$ cat src/rtl/conv_pkg.sv
// conv_pkg: shared types and constants for the convolution sequencer.
//   state_t : sequencer FSM states
//   KTAPS   : taps per 3x3 kernel/window
//   KDIM    : kernel edge length
//   DATA_W  : memory/accelerator data width
//   ONE     : 1.0 in Q8.24
package conv_pkg;

    typedef enum logic [2:0] {
        IDLE,
        KREQ,
        KWAIT,
        PREQ,
        PWAIT,
        FLUSH,
        WRITE,
        FIN
    } state_t;

    localparam int          KTAPS  = 9;
    localparam int          KDIM   = 3;
    localparam int          DATA_W = 32;
    localparam logic [31:0] ONE    = 32'h0100_0000;

endpackage

$ cat src/rtl/conv_addr_gen.sv
// conv_addr_gen: window/tap counters and address generation.
//   init      : latch bases and dimensions, clear all counters
//   tap_step  : advance to next kernel tap (wraps after the 9th)
//   win_step  : advance to next output position
//   ker_addr  : ker_base + k
//   pix_addr  : img_base + (y+ky)*W + x + kx, row term kept as running sum
//   wr_addr   : out_base + y*(W-2) + x, row term kept as running sum
//   last_tap  : current tap is the 9th
//   last_win  : current window is (W-3, H-3)
module conv_addr_gen
    import conv_pkg::*;
#(
    parameter int ADDR_W = 32,
    parameter int DIM_W  = 12
) (
    input  logic              clk,
    input  logic              reset,
    input  logic              init,
    input  logic              tap_step,
    input  logic              win_step,
    input  logic [ADDR_W-1:0] img_base,
    input  logic [ADDR_W-1:0] ker_base,
    input  logic [ADDR_W-1:0] out_base,
    input  logic [DIM_W-1:0]  img_width,
    input  logic [DIM_W-1:0]  img_height,
    output logic [ADDR_W-1:0] ker_addr,
    output logic [ADDR_W-1:0] pix_addr,
    output logic [ADDR_W-1:0] wr_addr,
    output logic              last_tap,
    output logic              last_win
);

    logic [ADDR_W-1:0] img_base_q, ker_base_q, out_base_q;
    logic [DIM_W-1:0]  w_q, h_q;

    logic [3:0]        k_q;
    logic [1:0]        kx_q;
    logic [DIM_W-1:0]  x_q, y_q;
    logic [ADDR_W-1:0] row_base_q;   // y*W
    logic [ADDR_W-1:0] tap_row_q;    // (y+ky)*W
    logic [ADDR_W-1:0] out_row_q;    // y*(W-2)

    logic [ADDR_W-1:0] w_ext;
    logic              x_wrap;

    assign w_ext  = ADDR_W'(w_q);
    assign x_wrap = (x_q == w_q - DIM_W'(3));

    // Job parameters are plain data: captured on init, never reset.
    always_ff @(posedge clk) begin
        if (init) begin
            img_base_q <= img_base;
            ker_base_q <= ker_base;
            out_base_q <= out_base;
            w_q        <= img_width;
            h_q        <= img_height;
        end
    end

    always_ff @(posedge clk) begin
        if (reset || init) begin
            k_q        <= '0;
            kx_q       <= '0;
            x_q        <= '0;
            y_q        <= '0;
            row_base_q <= '0;
            tap_row_q  <= '0;
            out_row_q  <= '0;
        end else if (tap_step) begin
            if (k_q == 4'(KTAPS - 1)) begin
                // Wrapping the tap also rewinds the row pointer so the next
                // window (or the first after kernel load) starts clean.
                k_q       <= '0;
                kx_q      <= '0;
                tap_row_q <= row_base_q;
            end else begin
                k_q <= k_q + 4'd1;
                if (kx_q == 2'(KDIM - 1)) begin
                    kx_q      <= '0;
                    tap_row_q <= tap_row_q + w_ext;
                end else begin
                    kx_q <= kx_q + 2'd1;
                end
            end
        end else if (win_step) begin
            if (x_wrap) begin
                x_q        <= '0;
                y_q        <= y_q + DIM_W'(1);
                row_base_q <= row_base_q + w_ext;
                tap_row_q  <= row_base_q + w_ext;
                out_row_q  <= out_row_q + w_ext - ADDR_W'(2);
            end else begin
                x_q <= x_q + DIM_W'(1);
            end
        end
    end

    assign ker_addr = ker_base_q + ADDR_W'(k_q);
    assign pix_addr = img_base_q + tap_row_q + ADDR_W'(x_q) + ADDR_W'(kx_q);
    assign wr_addr  = out_base_q + out_row_q + ADDR_W'(x_q);
    assign last_tap = (k_q == 4'(KTAPS - 1));
    assign last_win = x_wrap && (y_q == h_q - DIM_W'(3));

endmodule

$ cat src/rtl/conv_sequencer.sv
// conv_sequencer: memory-master controller that runs a 3x3 convolution
// accelerator over a whole image.
//   start/busy/done/error        : job control toward the HPS registers
//   img_base/ker_base/out_base   : word addresses of image, kernel, output
//   img_width/img_height         : image dimensions (both must be >= 3)
//   mem_*                        : single-outstanding-read Avalon-style master
//   acc_data/acc_valid/acc_filter: beats into the accelerator
//   acc_result                   : accelerator sum, captured in FLUSH
// Kernel is loaded once per job, then each output position costs 9 reads,
// one idle FLUSH beat and one write.
module conv_sequencer
    import conv_pkg::*;
#(
    parameter int ADDR_W = 32,
    parameter int DIM_W  = 12
) (
    input  logic              clk,
    input  logic              reset,
    input  logic              start,
    input  logic [ADDR_W-1:0] img_base,
    input  logic [ADDR_W-1:0] ker_base,
    input  logic [ADDR_W-1:0] out_base,
    input  logic [DIM_W-1:0]  img_width,
    input  logic [DIM_W-1:0]  img_height,
    output logic              busy,
    output logic              done,
    output logic              error,
    output logic [ADDR_W-1:0] mem_addr,
    output logic              mem_read,
    output logic              mem_write,
    output logic [DATA_W-1:0] mem_writedata,
    input  logic              mem_waitrequest,
    input  logic [DATA_W-1:0] mem_readdata,
    input  logic              mem_readdatavalid,
    output logic [DATA_W-1:0] acc_data,
    output logic              acc_valid,
    output logic              acc_filter,
    input  logic [DATA_W-1:0] acc_result
);

    state_t            state_q, state_d;
    logic              err_q;
    logic [DATA_W-1:0] result_q;

    logic              init, tap_step, win_step;
    logic              dims_bad;
    logic [ADDR_W-1:0] ker_addr, pix_addr, wr_addr;
    logic              last_tap, last_win;

    assign dims_bad = (img_width < DIM_W'(3)) || (img_height < DIM_W'(3));

    conv_addr_gen #(
        .ADDR_W (ADDR_W),
        .DIM_W  (DIM_W)
    ) u_addr (
        .clk        (clk),
        .reset      (reset),
        .init       (init),
        .tap_step   (tap_step),
        .win_step   (win_step),
        .img_base   (img_base),
        .ker_base   (ker_base),
        .out_base   (out_base),
        .img_width  (img_width),
        .img_height (img_height),
        .ker_addr   (ker_addr),
        .pix_addr   (pix_addr),
        .wr_addr    (wr_addr),
        .last_tap   (last_tap),
        .last_win   (last_win)
    );

    always_ff @(posedge clk) begin
        if (reset) begin
            state_q <= IDLE;
            err_q   <= 1'b0;
        end else begin
            state_q <= state_d;
            if (state_q == IDLE && start) begin
                err_q <= dims_bad;
            end
        end
    end

    // Result is data only; it is read out solely in WRITE after a FLUSH.
    always_ff @(posedge clk) begin
        if (state_q == FLUSH) begin
            result_q <= acc_result;
        end
    end

    always_comb begin
        state_d       = state_q;
        busy          = 1'b1;
        done          = 1'b0;
        error         = err_q;
        mem_addr      = '0;
        mem_read      = 1'b0;
        mem_write     = 1'b0;
        mem_writedata = '0;
        acc_data      = '0;
        acc_valid     = 1'b0;
        acc_filter    = 1'b0;
        init          = 1'b0;
        tap_step      = 1'b0;
        win_step      = 1'b0;

        unique case (state_q)
            IDLE: begin
                busy = 1'b0;
                if (start) begin
                    init    = 1'b1;
                    state_d = dims_bad ? FIN : KREQ;
                end
            end
            KREQ: begin
                mem_read = 1'b1;
                mem_addr = ker_addr;
                if (!mem_waitrequest) state_d = KWAIT;
            end
            KWAIT: begin
                if (mem_readdatavalid) begin
                    acc_data   = mem_readdata;
                    acc_valid  = 1'b1;
                    acc_filter = 1'b1;
                    tap_step   = 1'b1;
                    state_d    = last_tap ? PREQ : KREQ;
                end
            end
            PREQ: begin
                mem_read = 1'b1;
                mem_addr = pix_addr;
                if (!mem_waitrequest) state_d = PWAIT;
            end
            PWAIT: begin
                if (mem_readdatavalid) begin
                    acc_data  = mem_readdata;
                    acc_valid = 1'b1;
                    tap_step  = 1'b1;
                    state_d   = last_tap ? FLUSH : PREQ;
                end
            end
            FLUSH: begin
                // Idle beat: lets the accelerator restart its beat count.
                state_d = WRITE;
            end
            WRITE: begin
                mem_write     = 1'b1;
                mem_addr      = wr_addr;
                mem_writedata = result_q;
                if (!mem_waitrequest) begin
                    win_step = 1'b1;
                    state_d  = last_win ? FIN : PREQ;
                end
            end
            FIN: begin
                busy    = 1'b0;
                done    = 1'b1;
                state_d = IDLE;
            end
            default: begin
                state_d = IDLE;
            end
        endcase
    end

endmodule

$ cat config.mk
export PLATFORM = sky130hd
export DESIGN_NAME = conv_sequencer
export DESIGN_NICKNAME = d
export VERILOG_FILES = /design/src/rtl/conv_pkg.sv /design/src/rtl/conv_addr_gen.sv /design/src/rtl/conv_sequencer.sv
export SDC_FILE = /design/constraint.sdc
export NUM_CORES = 1
export LEC_CHECK = 0
export CORE_UTILIZATION = 52
export CTS_BUF_LIST = sky130_fd_sc_hd__clkbuf_4 sky130_fd_sc_hd__clkbuf_8
export CTS_CLUSTER_SIZE = 14
export DETAILED_ROUTE_END_ITERATION = 6
export PLACE_DENSITY = 0.88
export SETUP_SLACK_MARGIN = 0.05
export SYNTH_ARGS = -nofsm -noshare
export SYNTH_HDL_FRONTEND = slang
export SYNTH_SLANG_ARGS = --single-unit
$ cat constraint.sdc
create_clock -name clk -period 5.32 [get_ports clk]
set_clock_uncertainty 0.05 [all_clocks]
set_input_delay 0.798 -clock clk [delete_from_list [all_inputs] [get_ports clk]]
set_output_delay 0.798 -clock clk [all_outputs]
set_load 0.01 [all_outputs]
After elaboration in Yosys (flattened, before gate mapping):

Cells that the tools add are included.

* latch bits: 0
* flip-flop bits (word level): 282
* output and inout bits: 103
* ROM bits: 0
* input bits: 189
* word-level logic and storage cells: 101
* bits in writable memories: 0
* memories kept: 0

* magnitude comparators: 2
* $add $sub $neg: 16
* multiplexer cells: 35
* div/mod/pow operators: 0
* multiply operators: 0
* bitwise gates (word level): 1
* equality and inequality tests: 18
* reduce and logical (&&, ||, !) cells: 14
* shift operators: 0

Operators with widths (number)
* $mux W32: 8
* $add A32 B12 Y32: 5
* $pmux W32 S3: 1
* $add A32 B32 Y32: 2
* $add A32 B2 Y32: 1
* $add A32 B4 Y32: 1
* $sub A32 B2 Y32 const B: 1
* $mux W3: 9
* $add A12 B1 Y12 const B: 2
* $eq A12 B12 Y1: 2
* $lt A12 B2 Y1 const B: 2
* $pmux W3 S8: 1
* $sub A12 B2 Y12 const B: 2
* $eq A3 B3 Y1 const B: 4
* $mux W12: 1
* $ne A2 B2 Y1 const B: 6
* $mux W1: 11
* $eq A3 B2 Y1 const B: 2
* $mux W2: 3
* $reduce_and A3 Y1: 2
* $reduce_and A6 Y1: 1
* $reduce_or A2 Y1: 3
* $add A4 B1 Y4 const B: 1
* $eq A4 B4 Y1 const B: 1
* other kinds (11): 14

Longest topological paths before layout:

Gate-level depths: netlist (run 1).

* depth after elaboration: 6
* gate-level depth with buffers: 16
* gate-level depth less buffers: 16

Cells and area by module:

A second synthesis (run 1) with hierarchy kept.

* cells, all modules: 2255
* area, all modules: 20399.6 um^2

By module, submodules not included
* conv_addr_gen: cells an instance 1986, area each 17864.6 um^2, instances 1, seq. area each 6125.9 um^2
* conv_sequencer: cells an instance 269, area each 2534.9 um^2, instances 1, seq. area each 1041.0 um^2

Worst setup path after synthesis (run 1):

OpenSTA, ideal clock, no wires.

* path kind: input to register
* from: input start
* to: register u_addr.k_q[0]
* library setup time: 0.128 ns
* setup slack: -0.428 ns
* cell stages on the path: 7
* buffers on the path: 4
* data required time: 5.142 ns
* arrival: 5.570 ns
* path through: and2_1 clkbuf_1 or2_2 clkbuf_1 clkbuf_1 buf_1 nor2_1

* cells in the longest elaborated chain, start to end: 3

Ends and longest elaborated chain
* from (decl): line conv_sequencer.sv:19 `input logic start,`
* $mux W1: line conv_sequencer.sv:111 `if (start) begin`
* $mux W1: line conv_sequencer.sv:108 `unique case (state_q)`
* named net init: line conv_sequencer.sv:45 `logic init, tap_step, win_step;`
* $logic_or A1 B1 Y1: line conv_addr_gen.sv:61 `if (reset || init) begin`
* to (signal assigned): line conv_addr_gen.sv:77 `k_q <= k_q + 4'd1;`
* to (decl): line conv_addr_gen.sv:36 `logic [3:0] k_q;`

The timed path passes the listed nets, and every way through them passes these cells.
A chain may end at the register's enable or synchronous reset.

Worst setup path after layout (run 1):

* from: register u_addr.kx_q[1]
* to: output mem_addr[30]

* cells in the longest elaborated chain, start to end: 2

Ends and longest elaborated chain
* from (decl): line conv_addr_gen.sv:37 `logic [1:0] kx_q;`
* from (signal assigned): line conv_addr_gen.sv:82 `kx_q <= kx_q + 2'd1;`
* $add A32 B2 Y32: line conv_addr_gen.sv:99 `assign pix_addr = img_base_q + tap_row_q + ADDR_W'(x_q) + ADDR_W'(kx_q);`
* $pmux W32 S3: line conv_sequencer.sv:108
* to (decl): line conv_sequencer.sv:28 `output logic [ADDR_W-1:0] mem_addr,`

Every way passes these cells.

==> results of run 1 <==
how the worst max path moves through the flow:
| stage | startpoint | end | slack, ns | cells after the start |
|---|---|---|---|---|
| 2_1_floorplan | u_addr.x_q[1] | mem_addr[31] | 0.63 | 16 |
| 3_3_place_gp | u_addr.tap_row_q[1] | mem_addr[23] | -0.18 | 18 |
| 3_5_place_dp | u_addr.tap_row_q[1] | mem_addr[23] | -0.18 | 18 |
| 4_1_cts | u_addr.kx_q[1] | mem_addr[30] | -0.19 | 17 |
| 5_1_grt | u_addr.kx_q[1] | mem_addr[23] | -0.34 | 19 |
| 6_report | u_addr.kx_q[1] | mem_addr[30] | -0.14 | 17 |
logic make-up after synthesis:
| logic type | Yosys count | share of synthesized area [%] |
|---|---|---|
| compound gates | 590 | 18.5 |
| xor+xnor | 191 | 8.18 |
| fa+ha+maj | 235 | 15.5 |
| buf+inv | 247 | 4.64 |
| flops | 282 | 35.1 |
| mux | 11 | 0.551 |
| simple gates | 727 | 17.5 |
state kept, by name (all words and copies together) (netlist names), 3 cells and up:
name and flops:
result_q 32, state_q 3, u_addr.h_q 12, u_addr.img_base_q 32
u_addr.k_q 4, u_addr.ker_base_q 32, u_addr.out_base_q 32, u_addr.out_row_q 32
u_addr.row_base_q 32, u_addr.tap_row_q 32, u_addr.w_q 12, u_addr.x_q 12
u_addr.y_q 12
repair_timing:
action                                  CTS  global route
endpoints found under the hold margin     0             0
buffers inserted                         12            10
gates resized for setup                 112            54
endpoints found under the setup margin   24            24
pin swaps                                28            32
area by class of cell:
class	count	area, um2
clock buffer	69	862
sequential	282	7170
fill	3045	13200
timing repair buffer	361	3420
clock inverter	24	191
inverter	162	608
multi-input combinational	1754	12600
tap	518	648
antenna	1	2.50
stage by stage:
step / instances / setup TNS, ns
after detailed placement: 3058 / -0.788
after global placement: 3058 / -0.720
after global routing: 3170 / -2.34
final: 3171 / -0.605
after floorplan: 2283 / 0
after CTS: 3162 / -0.389
layout by cell type (no fill, tap or decap), types with 40 or more instances in the layout:
cell,synthesis,routed
a21o_1,51,51
a21oi_1,192,181
and2_1,79,77
and3_1,40,40
buf_4,0,64
clkbuf_8,0,55
clkdlybuf4s50_1,0,267
dfxtp_1,130,125
edfxtp_1,152,152
ha_1,204,201
inv_1,162,160
nand2_1,212,212
nand3_1,65,65
nor2_1,159,154
nor3_1,40,40
o21ai_0,117,98
xnor2_1,118,118
xor2_1,73,73
metal layers:
metal	vias to the layer above	wire [um]	GRT usage (%)
li1	8839	-	-
met1	9042	24900	37.9
met2	950	30100	51.3
met3	210	5910	6.17
met4	0	3390	17.5
met5	-	0	0
Yosys cell counts, types with 40 or more instances:
library cell  number
clkbuf_1          62
ha_1             204
and2_1            79
a21oi_1          192
a21o_1            51
xor2_1            73
edfxtp_1         152
xnor2_1          118
nand2_1          212
nor2_1           159
nand3_1           65
o21ai_0          117
inv_1            162
nor3_1            40
and3_1            40
dfxtp_1          130
power by group:
| group | internal (mW) | leakage (nW) | total [mW] | switching [mW] |
|---|---|---|---|---|
| Combinational | 1.24 | 7.46 | 2.99 | 1.75 |
| Clock | 1.20 | 0.546 | 2.18 | 0.980 |
| Sequential | 2.66 | 2.47 | 2.94 | 0.276 |
worst max-delay path: cells and delay by family (launching register included):
family,cells,cell delay [ns]
AOI/OAI and AO/OA,7,1.80
adders and majority gates,3,1.19
buffers and inverters,4,0.36
DFF,1,0.34
and+or+nand+nor,2,0.18
muxes,1,0.09
==> results_dict.tcl, run 1 <==
set metrics [dict create \
    crit_chain "inv_2 -> fa_1 -> fa_1 -> inv_1 -> ha_2 -> buf_6 -> a211oi_4 -> nor2_2 -> a21oi_2 -> a211oi_2 -> o41a_1 -> a41o_1 -> o21a_1 -> nor2_1 -> mux2i_1 -> a221o_1 -> buf_6" \
    ys_warn_count 0 \
    power.density_mw_per_mm2 317 \
    crit_type "flip-flop to primary output" \
    worst_r2r_endpoint "u_addr.out_row_q[31]" \
    syn_inst 2283 \
    htreeDepth 2 \
    synth_area_leaders "edfxtp_1, dfxtp_1, ha_1" \
    period_share_pct 103 \
    r2r-start "u_addr.w_q[1]" \
    grt_pass1_wl_um 99600 \
    post-place-ws_ns -0.180 \
    max-vdd-ir-drop_uv 300 \
    cp-end-kind "primary output" \
    port_buffers 291 \
    cts_root_buffer "clkbuf_8" \
    placed_cell_area_mm2 0.0241 \
    syn_avg_cell_area_um2 8.95 \
    min_to "u_addr.row_base_q[0]" \
    drt_first_pass_iters 7 \
    first_global_vias 18900 \
    start_kind "flip-flop" \
    path_max_fanout 2 \
    fin_ws_ns -0.144 \
    utilization_pct 66.0 \
    die_h_um 200 \
    grt-ovfl-total 0 \
    whs_path_depth 2 \
    nNetsFinal 3035 \
    worstHoldPathType "flip-flop to flip-flop" \
    worstRegToRegCells 16 \
    synth_area_leader_cell "edfxtp_1" \
    outcome "finished, violations left" \
    setup_viol_count_final 6 \
    maxCapViolCount 0 \
    wl_um 64300 \
    die_w_um 200 \
    relSlewSlack_pct 24.3 \
    antenna_found_initial 0 \
    rsz0062_at_grt "yes" \
    area_delta_synth_final_pct 25.0 \
    synthFlopType "edfxtp_1" \
    wl_per_cell_um 20.3 \
    clockBufferDepth 3 \
    drive_above_1_share_pct 9.65 \
    ys_seq_area_share_pct 35.1 \
    dpl.hpwl_um 47400 \
    timing.hold.ws_ns 0.421 \
    required_ns 4.47 \
    drv_slew 0 \
    clk_pin_slew_ns 0.06 \
    num_vias 19000 \
    synth-edff-count 152 \
    total_power_mw 8.10 \
    start_util_pct 52.8 \
    cts_made_buffers 50 \
    io_pins 292 \
    fin_area_mm2 0.0256 \
    rows 72 \
    max_stage_delay_ns 0.50 \
    insertion_delay_ns 0.65 \
    netlist_area_mm2 0.0204 \
    rrSetupSlack_ns 1.03 \
    min_from "u_addr.row_base_q[0]" \
    violations "negative setup slack" \
    cpMaxStageDelayCell "fa_1" \
    synth_top_cell_area_share_pct 22.3 \
    routed_via_density 6.00 \
    postCtsHoldBufs 0 \
    grt_use_total_pct 31.1 \
    p_leak_nw 10.5 \
    hold_viol 0 \
    grt_max_degree 83 \
    ant_nets 0 \
    die-area_mm2 0.0401 \
    arrival_ns 4.62 \
    synth.distinct_cells 82 \
    synthArstFlopShare_pct 0 \
    drt_first_iter_violations 1636 \
    tightest_slew_ns 1.14 \
    coreArea_mm2 0.0387 \
    place_congestion 0.952 \
    clock_sinks 282 \
    ys_ff_latch 282 \
    drcViolationCount 0 \
    fmax_mhz 183 \
    min_period_ns 5.46 \
    cts_tree "yes" \
    syn-num-nets 2707 \
]
Power figures use the tool's default switching activity.
==> inputs of run 2 (changes only) <==
ABC_AREA = 1   (was unset)
CORE_UTILIZATION = 53   (was 52)
==> run 2 against run 1 <==
  * The flow now finishes without violations
  * Die area grew 8.9%
  * Combinational power grew 1%
  * Flip-flop and latch count is the same
  * Critical endpoint is now mem_addr[26]
  * Largest power group unchanged
==> results_dict.tcl, run 2 <==
set metrics [dict create \
    worstHoldPathType "flip-flop to flip-flop" \
    cts_made_buffers 51 \
    clockBufferDepth 3 \
    final_common_cell "nand2_1" \
    insertion_delay_ns 0.65 \
    synthFlopType "edfxtp_1" \
    timing.hold.ws_ns 0.422 \
    netlist_area_mm2 0.0227 \
    synth_top_cell_area_share_pct 20.1 \
    antenna_found_initial 0 \
    regArea_mm2 0.00718 \
    multi_input_area_mm2 0.0135 \
    dpl.hpwl_um 58400 \
    cp-end-kind "primary output" \
    ys_seq_area_share_pct 31.6 \
    routed_via_density 5.72 \
    clk_pin_slew_ns 0.07 \
    fillCellCount 3642 \
    die-area_mm2 0.0437 \
    synthArstFlopShare_pct 0 \
    utilization_pct 64.6 \
    coreArea_mm2 0.0421 \
    synth-edff-count 152 \
    num_vias 23300 \
    synth_area_leader_cell "edfxtp_1" \
    drive_above_1_share_pct 5.39 \
    total_power_mw 8.15 \
    wl_um 75100 \
    period_share_pct 96.2 \
    synth_most_common_cell "nand2_1" \
    syn_inst 3203 \
    rsz0062_at_grt "yes" \
    tightest_slew_ns 0.963 \
    syn_avg_cell_area_um2 7.09 \
    power.density_mw_per_mm2 300 \
    hold_viol 0 \
    whs_path_depth 2 \
    start_util_pct 53.9 \
    rrSetupSlack_ns 1.39 \
    ant_nets 0 \
    io_pins 292 \
    drv_slew 0 \
    worst_r2r_endpoint "u_addr.tap_row_q[28]" \
    min_to "u_addr.kx_q[1]" \
    area_delta_synth_final_pct 19.8 \
    clock_sinks 282 \
    swShare_pct 39.2 \
    cts_root_buffer "clkbuf_8" \
    drcViolationCount 0 \
    power.switching_mw 3.19 \
    p_leak_nw 12.6 \
    final_cell_mix "nand2_1, inv_1, nor2_1, clkdlybuf4s50_1, nand3_1" \
    grt_use_total_pct 33.7 \
    port_buffers 291 \
    die_w_um 209 \
    worstRegToRegCells 12 \
    synth.distinct_cells 50 \
    dpl.cell_count 3988 \
    num_antenna_cells 0 \
    ys_warn_count 0 \
    grt-ovfl-total 0 \
    setup_viol_count_final 0 \
    path_max_fanout 6 \
    cts_tree "yes" \
    p_clk_share_pct 26.9 \
    first_global_vias 21600 \
    wl_met2_um 33200 \
    top_layer_used "met4" \
    grt_pass1_wl_um 116000 \
    min_from "u_addr.kx_q[1]" \
    die_h_um 209 \
    max-vdd-ir-drop_uv 321 \
    p_seq_share_pct 36.0 \
    grt_max_degree 65 \
    relSlewSlack_pct 35.8 \
    pwr-share-comb_pct 37.1 \
    synth_commonest_cells "nand2_1, inv_1, nor2_1, nand3_1, a21oi_1" \
    wl_met3_um 8300 \
    postCtsHoldBufs 0 \
    fin_setup_tns_ns 0 \
    rows 75 \
    htreeDepth 2 \
    p_int_mw 4.96 \
    arrival_ns 4.27 \
    place_congestion 1.03 \
    m1WireLength_um 31100 \
    crit_type "flip-flop to primary output" \
    r2r-start "state_q[0]" \
    min_period_ns 5.12 \
    fin_cells 4082 \
    start_kind "flip-flop" \
    drt_first_iter_violations 2586 \
    nNetsFinal 3926 \
    drt_first_pass_iters 7 \
    syn-num-nets 3627 \
    fmax_mhz 195 \
    outcome "completed" \
    synth_area_leaders "edfxtp_1, nand2_1, dfxtp_1" \
    wl_per_cell_um 18.4 \
    required_ns 4.47 \
    ys_ff_latch 282 \
    maxCapViolCount 0 \
]
-- run 2: metrics by stage --
stage | instance area [um2] | setup WS (ns)
final | 27200 | 0.203
after CTS | 27200 | 0.0502
after detailed placement | 26100 | 0.499
after global placement | 26100 | 0.559
after floorplan | 22700 | 1.29
after global routing | 27200 | -0.0559
-- run 2: worst max-delay path by stage --
stage	startpoint	to	slack [ns]
final	u_addr.x_q[5]	mem_addr[26]	0.20
after floorplan	u_addr.x_q[1]	mem_addr[21]	1.29
after global placement	u_addr.x_q[1]	mem_addr[21]	0.56
after detailed placement	u_addr.x_q[1]	mem_addr[21]	0.50
after CTS	u_addr.x_q[7]	mem_addr[18]	0.05
after global routing	u_addr.x_q[10]	mem_addr[24]	-0.06
-- run 2: what timing repair did --
item,in CTS,in global routing
setup endpoints to repair,10,20
setup buffers,0,0
pin swaps,1,1
resized for setup,12,23
-- run 2: logic make-up (layout without fill, tap and decap cells) --
kind of cell               Yosys count  in the layout  synth area share [%]
and+or+nand+nor                   1533           1533                  29.1
buffers and inverters              545            885                  9.41
DFF                                282            282                  31.6
AOI/OAI and AO/OA                  525            525                  12.7
adders and majority gates          235            235                  14.0
xor gates and xnor gates            83             83                  3.26
-- run 2: metal layers --
layer,up-vias,global-route usage [%]
li1,11300,-
met1,10600,45.5
met2,1311,54.0
met3,149,6.54
met4,0,11.5
met5,-,0
-- run 2: critical path, cell delays in order, from the launching register on --
cell,delay [ns]
dfxtp_2,0.40
inv_1,0.15
fa_1,0.54
inv_1,0.05
ha_1,0.29
ha_1,0.35
nand2_1,0.09
a31oi_1,0.15
nor2_1,0.08
o21ai_0,0.37
nand2_1,0.11
nand3_1,0.11
a21oi_1,0.06
o21ai_0,0.20
nand3_1,0.15
clkdlybuf4s50_1,0.51
-- run 2: power groups by stage --
stage	registers (mW)	clock network (mW)	logic (mW)
2_1_floorplan	2.84	0	1.89
3_3_place_gp	2.96	0	2.93
3_5_place_dp	2.96	0	2.95
4_1_cts	2.92	2.21	2.97
5_1_grt	2.95	2.30	3.31
6_report	2.94	2.19	3.03
-- run 2: final cells by class --
type                    instances  area share, %
flip-flops and latches        282           26.4
repair buffers                307           11.1
multi-input cells            2376           49.5
inverters                     484           6.67
well taps                     539           2.48
clock buffers                  67           3.09
clock inverters                27          0.791
